$ cat config.mk
export PLATFORM = sky130hd
export DESIGN_NAME = packet_buffer_ctrl
export DESIGN_NICKNAME = d
export VERILOG_FILES = /design/src/rtl/packet_buffer_ctrl_pkg.sv /design/src/rtl/rr_arbiter.sv /design/src/rtl/packet_buffer_ctrl.sv
export SDC_FILE = /design/constraint.sdc
export NUM_CORES = 1
export LEC_CHECK = 0
export ABC_CLOCK_PERIOD_IN_PS = 2100
export CORE_MARGIN = 8
export CORE_UTILIZATION = 35
export DETAILED_ROUTE_END_ITERATION = 10
export SYNTH_ARGS = -nofsm -noshare
export SYNTH_HDL_FRONTEND = slang
export SYNTH_SLANG_ARGS = --single-unit
$ cat constraint.sdc
create_clock -name clk -period 2.1 [get_ports clk]
set_clock_uncertainty 0.05 [all_clocks]
set_input_delay 0.42 -clock clk [delete_from_list [all_inputs] [get_ports clk]]
set_output_delay 0.42 -clock clk [all_outputs]
set_load 0.005 [all_outputs]
$ cat src/rtl/packet_buffer_ctrl_pkg.sv
// Shared definitions for the sensor packet buffer controller: default
// geometry and the reader FSM state encoding.
package packet_buffer_ctrl_pkg;

  // log2 of the number of sensors sharing the packet RAM
  localparam int LOG_SENSORS_NUMBER = 2;
  // log2 of the largest packet, in bytes
  localparam int LOG_PACKET_VALUE   = 3;

  typedef enum logic {
    IDLE = 1'b0,
    SEND = 1'b1
  } rd_state_t;

endpackage

$ cat src/rtl/rr_arbiter.sv
// Round-robin arbiter: searches req starting at index ptr and wrapping,
// returns the first requester as a one-hot grant and as an encoded index.
module rr_arbiter #(
  parameter int N        = 4,
  parameter int IDX_BITS = (N > 1) ? $clog2(N) : 1
) (
  input  logic [N-1:0]        req,
  input  logic [IDX_BITS-1:0] ptr,
  output logic [N-1:0]        gnt,
  output logic [IDX_BITS-1:0] idx
);

  logic                found;
  logic [IDX_BITS-1:0] cand;

  // Walk the requesters in rotated order and keep the first hit
  always_comb begin
    gnt   = '0;
    idx   = '0;
    found = 1'b0;
    cand  = '0;
    for (int k = 0; k < N; k++) begin
      cand = IDX_BITS'((int'(ptr) + k) % N);
      if (!found && req[cand]) begin
        found = 1'b1;
        idx   = cand;
      end
    end
    if (found) gnt[idx] = 1'b1;
  end

endmodule

$ cat src/rtl/packet_buffer_ctrl.sv
// Packet buffer controller: sensors share the RAM write port through a
// round-robin arbiter, each sensor owns one packet slot, and a reader FSM
// drains closed slots one at a time onto a valid/ready stream.
module packet_buffer_ctrl
  import packet_buffer_ctrl_pkg::*;
#(
  parameter  int SENSOR_BITS = LOG_SENSORS_NUMBER,
  parameter  int BYTE_BITS   = LOG_PACKET_VALUE,
  parameter  int DATA_WIDTH  = 8,
  localparam int N_SENSORS   = 2**SENSOR_BITS,
  localparam int ADDR_WIDTH  = SENSOR_BITS + BYTE_BITS
) (
  input  logic                            clk,
  input  logic                            rst,
  input  logic [N_SENSORS-1:0]            s_req,
  input  logic [N_SENSORS*DATA_WIDTH-1:0] s_data,
  input  logic [N_SENSORS-1:0]            s_last,
  output logic [N_SENSORS-1:0]            s_gnt,
  output logic                            ram_we,
  output logic [ADDR_WIDTH-1:0]           ram_waddr,
  output logic [DATA_WIDTH-1:0]           ram_wdata,
  output logic                            ram_rd_en,
  output logic [ADDR_WIDTH-1:0]           ram_raddr,
  input  logic [DATA_WIDTH-1:0]           ram_q,
  output logic [DATA_WIDTH-1:0]           m_data,
  output logic                            m_valid,
  output logic                            m_last,
  output logic [SENSOR_BITS-1:0]          m_sensor,
  input  logic                            m_ready,
  output logic [N_SENSORS-1:0]            slot_full
);

  // Per-slot bookkeeping
  logic [N_SENSORS-1:0]   full_reg;
  logic [BYTE_BITS-1:0]   wr_cnt_reg   [N_SENSORS];
  logic [BYTE_BITS-1:0]   last_idx_reg [N_SENSORS];
  logic [SENSOR_BITS-1:0] wr_ptr_reg;

  // Reader state
  rd_state_t              state_reg, state_next;
  logic [SENSOR_BITS-1:0] sel_reg;
  logic [SENSOR_BITS-1:0] rd_ptr_reg;
  logic [BYTE_BITS-1:0]   rd_cnt_reg;

  // Arbiter results
  logic [N_SENSORS-1:0]   wr_gnt, rd_gnt;
  logic [SENSOR_BITS-1:0] wr_idx, rd_idx;
  logic                   wr_any, rd_any;
  logic                   rd_done;

  // A full slot must never be written, so it is masked out of arbitration
  rr_arbiter #(.N(N_SENSORS), .IDX_BITS(SENSOR_BITS)) u_wr_arb (
    .req (s_req & ~full_reg),
    .ptr (wr_ptr_reg),
    .gnt (wr_gnt),
    .idx (wr_idx)
  );

  rr_arbiter #(.N(N_SENSORS), .IDX_BITS(SENSOR_BITS)) u_rd_arb (
    .req (full_reg),
    .ptr (rd_ptr_reg),
    .gnt (rd_gnt),
    .idx (rd_idx)
  );

  assign wr_any    = |wr_gnt;
  assign rd_any    = |rd_gnt;
  assign s_gnt     = wr_gnt;
  assign slot_full = full_reg;
  assign rd_done   = m_valid && m_ready && m_last;

  // Write port: zeroed whenever nothing is granted
  always_comb begin
    ram_we    = wr_any;
    ram_waddr = '0;
    ram_wdata = '0;
    if (wr_any) begin
      ram_waddr = {wr_idx, wr_cnt_reg[wr_idx]};
      ram_wdata = s_data[wr_idx*DATA_WIDTH +: DATA_WIDTH];
    end
  end

  // Write pointer moves past the last winner
  always_ff @(posedge clk or posedge rst) begin
    if (rst)         wr_ptr_reg <= '0;
    else if (wr_any) wr_ptr_reg <= wr_idx + 1'b1;
  end

  for (genvar gi = 0; gi < N_SENSORS; gi++) begin : g_slot
    // Slot fill/close on grant; release when its last byte is accepted
    always_ff @(posedge clk or posedge rst) begin
      if (rst) begin
        wr_cnt_reg[gi]   <= '0;
        last_idx_reg[gi] <= '0;
        full_reg[gi]     <= 1'b0;
      end else if (wr_gnt[gi]) begin
        // A full-length packet closes regardless of s_last
        if (s_last[gi] || wr_cnt_reg[gi] == {BYTE_BITS{1'b1}}) begin
          full_reg[gi]     <= 1'b1;
          last_idx_reg[gi] <= wr_cnt_reg[gi];
          wr_cnt_reg[gi]   <= '0;
        end else begin
          wr_cnt_reg[gi]   <= wr_cnt_reg[gi] + 1'b1;
        end
      end else if (rd_done && sel_reg == SENSOR_BITS'(gi)) begin
        full_reg[gi] <= 1'b0;
      end
    end
  end

  // Reader FSM state register
  always_ff @(posedge clk or posedge rst) begin
    if (rst) state_reg <= IDLE;
    else     state_reg <= state_next;
  end

  // Reader datapath: slot pick in IDLE, byte counter in SEND
  always_ff @(posedge clk or posedge rst) begin
    if (rst) begin
      sel_reg    <= '0;
      rd_ptr_reg <= '0;
      rd_cnt_reg <= '0;
    end else if (state_reg == IDLE) begin
      if (rd_any) begin
        sel_reg    <= rd_idx;
        rd_cnt_reg <= '0;
        rd_ptr_reg <= rd_idx + 1'b1;
      end
    end else if (m_ready) begin
      rd_cnt_reg <= rd_cnt_reg + 1'b1;
    end
  end

  // Reader next state: one IDLE visit between packets
  always_comb begin
    state_next = state_reg;
    case (state_reg)
      IDLE:    if (rd_any)  state_next = SEND;
      SEND:    if (rd_done) state_next = IDLE;
      default: state_next = IDLE;
    endcase
  end

  // Reader outputs: RAM address is held while stalled, so data stays stable
  always_comb begin
    m_valid   = 1'b0;
    ram_rd_en = 1'b0;
    ram_raddr = '0;
    m_data    = '0;
    m_sensor  = '0;
    m_last    = 1'b0;
    if (state_reg == SEND) begin
      m_valid   = 1'b1;
      ram_rd_en = 1'b1;
      ram_raddr = {sel_reg, rd_cnt_reg};
      m_data    = ram_q;
      m_sensor  = sel_reg;
      m_last    = (rd_cnt_reg == last_idx_reg[sel_reg]);
    end
  end

endmodule

==> flow_summary.yaml, run 1 <==
worst_setup_path:
  slowest_delay_ps: 400
  critPathRequiredTime_ps: 1630
  crit_family: "compound AO/OA/AOI/OAI gates"
  start_kind: "register"
  path_class: "register to primary output"
  path_buf_inv: 3
  rrSetupSlack_ps: 20
  arrival_ps: 2100
  critPathCaptureType: "primary output"
  cpMaxStageDelayCell: "dfrtp_1"
  cp_max_fo: 4
  worstPathCellList: "and2b_4, a21oi_4, o22a_4, buf_4, buf_6, mux2i_4, o22ai_1, buf_2"
timing:
  whs_ps: 461
  max_freq_ghz: 0.390
  slew_viol_final: 0
  rsz0062_at_grt: "yes"
  fin_crit_ps: 2570
  slew_headroom: 0.651
  worst_pin_slew_ps: 521
  worst_slack_ps: -465
  finalSetupViolCount: 17
  min_period_over_period: 1.22
  hold_violations: 0
drt:
  wire_per_inst_um: 16.7
  dr.pass1.iters: 5
  routed_wl_um: 9020
  drt_iter0_drc: 122
  vias_per_cell: 4.98
  remaining_drc_errors: 0
  antenna_left: 0
  via_count: 2686
layout:
  syn_to_final_growth_pct: 68.2
  nFillCells: 654
  nets: 496
  antenna_cells: 0
  drive_gt1_frac: 0.384
power:
  p_leak_nw: 2.10
  fin_total_pwr_mw: 6.56
  powerDensity_nw_per_um2: 1420
  ir_worst_vdd_mv: 0.549
die:
  rows: 32
  core_um2: 7690
  fp.dieW_um: 105
  dieArea_um2: 11000
  start_util: 0.358
  die_y_um: 105
  ios: 91
synthesis:
  netlist_area_um2: 2750
  synth_cells: 277
  postSynthAreaPerCell_um2: 9.93
  netlist-cell-type-count: 56
  synth_top_area_frac: 0.346
  synth-edff-count: 0
  yosysWarningCount: 0
  ys_seq_elements: 38
  synthTopCellsByArea: "dfrtp_1, mux2i_1, mux2_2, ha_1, and2_1"
  synthArstFlopShare: 1.00
  yosysMostFrequentCell: "dfrtp_1"
  synth_top_cell_by_area: "dfrtp_1"
  synth-main-ff-cell: "dfrtp_1"
  synth_seq_area_share: 0.346
  synth_common_cells: "dfrtp_1, mux2i_1, nand2_1, o21ai_0"
  syn_nets: 337
placement:
  gp_congestion: 0.835
  port_buffers: 90
  hpwl_um: 6610
clocking:
  cts_buffers: 5
  clockBufferDepth: 2
  clock_sinks: 38
  clock_latency_ps: 290
  cts.clk_slew.worst_paths_ps: 90
  cts_tree: "done"
  cts_root_buf: "clkbuf_8"
  htreeDepth: 2
min_path:
  min-delay-path-class: "register to register"
run:
  maxCapViolCount: 0
outcome:
  status: "complete, but fails checks"
  violations: "setup timing"
global_routing:
  grt_pass1_vias: 2612
  antenna_found_initial: 0
  grt_max_degree: 39
  gr-usage-all-layers: 0.157
  grt-ovfl-total: 0
  grt_pass1_wl_um: 14100
## report_power, final
part / internal [mW] / total [mW] / switching [mW]
Clock: 0.350 / 0.625 / 0.275
Combinational: 2.60 / 4.49 / 1.89
Sequential: 1.06 / 1.45 / 0.384
## layer usage
| layer | global-route usage | part of all wire |
|---|---|---|
| met1 | 0.209 | 0.47 |
| met2 | 0.263 | 0.50 |
| met3 | 0.0246 | 0.027 |
| met4 | 0.0306 | 0.0073 |
| met5 | 0 | 0 |
## layout by cell type, fill, tap and decap left out, types with 9 or more instances in the layout
cell,n
and2_1,14
buf_2,15
buf_4,57
buf_6,15
clkdlybuf4s50_1,66
dfrtp_1,36
ha_1,9
inv_1,12
mux2_2,11
mux2i_1,18
nand2_1,16
nand3_1,10
nor2_1,10
o21ai_0,12
## what timing repair did
| item | in CTS | in global routing |
|---|---|---|
| pin swaps | 21 | 13 |
| setup buffers | 20 | 10 |
| gates resized for setup | 106 | 34 |
| cloned | 1 | 0 |
| endpoints found under the setup margin | 43 | 30 |
| hold buffers | 0 | 0 |
## logic make-up after synthesis
family          share of synthesized area
mux                                 0.149
simple gates                        0.169
buf+inv                            0.0646
fa+ha+maj                          0.0409
flops                               0.346
xor+xnor                           0.0318
compound gates                      0.199
## stage by stage
step / utilization / std cells / setup slack, ps / cell area [um^2] / setup TNS (ps)
2_1_floorplan: - / 277 / 70.3 / 2750 / 0
3_3_place_gp: 0.528 / 502 / -875 / 4060 / -19590
3_5_place_dp: 0.528 / 502 / -916 / 4060 / -19840
4_1_cts: 0.577 / 530 / -426 / 4440 / -5390
5_1_grt: 0.602 / 539 / -582 / 4630 / -7160
6_report: 0.602 / 539 / -465 / 4630 / -5400
## path summary, 6_finish.rpt
| check | startpoint | endpoint | cells after the start |
|---|---|---|---|
| worst max-delay path | slot_full[0] | ram_waddr[0] | 8 |
| worst min-delay path | last_idx_reg[8] | last_idx_reg[8] | 1 |
| worst max register to register | slot_full[0] | last_idx_reg[6] | 9 |
| worst min register to register | last_idx_reg[8] | last_idx_reg[8] | 1 |
| max in group asynchronous | rst | state_reg | 3 |
| min in group asynchronous | rst | last_idx_reg[10] | 3 |
## layout make-up
| type | instances | area, um^2 | share of cell area |
|---|---|---|---|
| clock inverter | 3 | 40.0 | 0.00865 |
| multi-input combinational | 208 | 1820 | 0.392 |
| inverter | 14 | 55.1 | 0.0119 |
| tap | 102 | 128 | 0.0276 |
| clock buffer | 5 | 68.8 | 0.0149 |
| sequential | 38 | 956 | 0.207 |
| timing repair buffer | 169 | 1560 | 0.338 |
Power figures use the tool's default switching activity.
==> inputs of run 2 (changes only) <==
--- a/config.mk
+++ b/config.mk
@@ -6,6 +6,7 @@
 export NUM_CORES = 1
 export LEC_CHECK = 0
 export ABC_CLOCK_PERIOD_IN_PS = 2100
+export CORE_ASPECT_RATIO = 0.75
 export CORE_MARGIN = 8
 export CORE_UTILIZATION = 35
 export DETAILED_ROUTE_END_ITERATION = 10
==> run 2 against run 1 <==
  * The flow still finishes with violations (setup timing)
  * Die area up 0.28%
  * Clock power up 2%
  * Power up 0.42%
  * Maximum frequency up 2.0%
  * Sequential share of layout area down 0.072 points
==> flow_summary.yaml, run 2 (synthesis gave the netlist of run 1 again) <==
drt:
  routed_wl_um: 9630
  dr.pass1.iters: 4
  vias_per_cell: 5.06
  wl_met1_um: 4650
  met2_length_um: 4410
  wire_per_inst_um: 17.6
  via_count: 2775
  antenna_left: 0
  drt_iter0_drc: 139
  remaining_drc_errors: 0
  dr_wl_met3_um: 447
  routed.top_layer: "met4"
clocking:
  cts_tree: "done"
  clock_latency_ps: 300
  cts_buffers: 5
  cts_root_buf: "clkbuf_8"
  htreeDepth: 2
  clockBufferDepth: 2
  hold_buffers: 0
  cts.clk_slew.worst_paths_ps: 80
  clock_sinks: 38
power:
  power_frac_seq: 0.222
  p_sw_mw: 2.58
  netSwitchingFraction: 0.392
  powerDensity_nw_per_um2: 1420
  pwr-share-clk: 0.097
  p_leak_nw: 2.12
  p_comb_frac: 0.681
  ir_worst_vdd_mv: 0.642
  internal_power_mw: 4.01
  fin_total_pwr_mw: 6.59
worst_setup_path:
  rr_worst_depth: 11
  r2r-end: "last_idx_reg[9]"
  start_kind: "register"
  critPathRequiredTime_ps: 1630
  rrSetupSlack_ps: -120
  critPathCapture: "ram_wdata[2]"
  critPathCaptureType: "primary output"
  crit_start: "slot_full[0]"
  cp_max_fo: 6
  arrival_ps: 2050
  path_class: "register to primary output"
  r2r-start: "slot_full[2]"
die:
  ios: 91
  rows: 28
  start_util: 0.355
  fp.dieW_um: 118
  dieArea_um2: 11000
  core_um2: 7740
  die_y_um: 92.8
min_path:
  min-delay-path-class: "register to register"
timing:
  slew_headroom: 0.672
  whs_ps: 473
  setup_tns_ps: -6070
  max_freq_ghz: 0.398
  min_period_over_period: 1.20
  fin_crit_ps: 2520
  worst_slack_ps: -415
  slew_viol_final: 0
  finalSetupViolCount: 25
  hold_violations: 0
  worst_pin_slew_ps: 493
  rsz0062_at_grt: "yes"
global_routing:
  grt_pass1_wl_um: 15300
  grt-ovfl-total: 0
  gr-usage-all-layers: 0.174
  grt_pass1_vias: 2776
  grt_max_degree: 39
  antenna_found_initial: 0
layout:
  antenna_cells: 0
  drive_gt1_frac: 0.372
  layout_commonest_cell: "clkdlybuf4s50_1"
  nets: 502
  mostFrequentLayoutCells: "clkdlybuf4s50_1, buf_4, dfrtp_1"
  syn_to_final_growth_pct: 68.8
outcome:
  status: "complete, but fails checks"
  violations: "setup timing"
placement:
  hpwl_um: 7060
  dpl_worst_slack_ps: -926
  gp_congestion: 0.801
  port_buffers: 90
run:
  maxCapViolCount: 0
[run 2: cell count changes in the layout (fill, tap and decap cells not counted), sizes merged]
cell,previous run,this run
a31oi,7,8
clkbuf,6,5
buf,95,101
[run 2: per-stage QoR]
stage	std cells	instance area, um^2	utilization
5_1_grt	548	4640	0.600
2_1_floorplan	277	2750	-
4_1_cts	535	4450	0.574
3_5_place_dp	508	4080	0.527
3_3_place_gp	508	4080	0.527
6_report	548	4640	0.600
[run 2: timing repair]
| item | CTS | global route |
|---|---|---|
| resized for setup | 111 | 29 |
| endpoints found under the setup margin | 44 | 37 |
| endpoints found under the hold margin | 0 | 0 |
| setup buffers | 18 | 20 |
| cloned | 2 | 0 |
| pin swaps | 29 | 17 |
[run 2: how the worst min path moves through the flow]
| stage | depth (start not counted) | startpoint | end |
|---|---|---|---|
| CTS | 1 | last_idx_reg[9] | last_idx_reg[9] |
| global placement | 1 | last_idx_reg[3] | last_idx_reg[3] |
| global route | 1 | last_idx_reg[9] | last_idx_reg[9] |
| finish | 1 | last_idx_reg[9] | last_idx_reg[9] |
| detailed placement | 1 | last_idx_reg[3] | last_idx_reg[3] |
| floorplan | 1 | last_idx_reg[3] | last_idx_reg[3] |
[run 2: layout make-up]
cell class	count	area [um^2]
inverter	14	52.6
timing repair buffer	174	1600
multi-input combinational	209	1790
clock buffer	5	68.8
clock inverter	3	40.0
sequential	38	956
fill	700	3100
tap	105	131
[run 2: metal layers]
layer | vias up | global-route usage
met1 | 1357 | 0.235
met2 | 57 | 0.277
met5 | - | 0
li1 | 1348 | -
met3 | 13 | 0.0407
met4 | 0 | 0.0441
[run 2: critical path, stage by stage (launching register included)]
cell	delay [ps]
dfrtp_1	410
and2b_4	320
a21oi_4	70
o22a_4	270
buf_16	150
buf_4	140
mux2i_1	110
o22ai_1	140
buf_2	140
[run 2: power groups by stage]
stage	combinational, mW	sequential, mW	clock, mW
floorplan	2.13	1.29	0
global placement	3.71	1.43	0
detailed placement	3.77	1.44	0
CTS	4.12	1.45	0.645
global route	4.86	1.52	0.684
finish	4.49	1.47	0.638
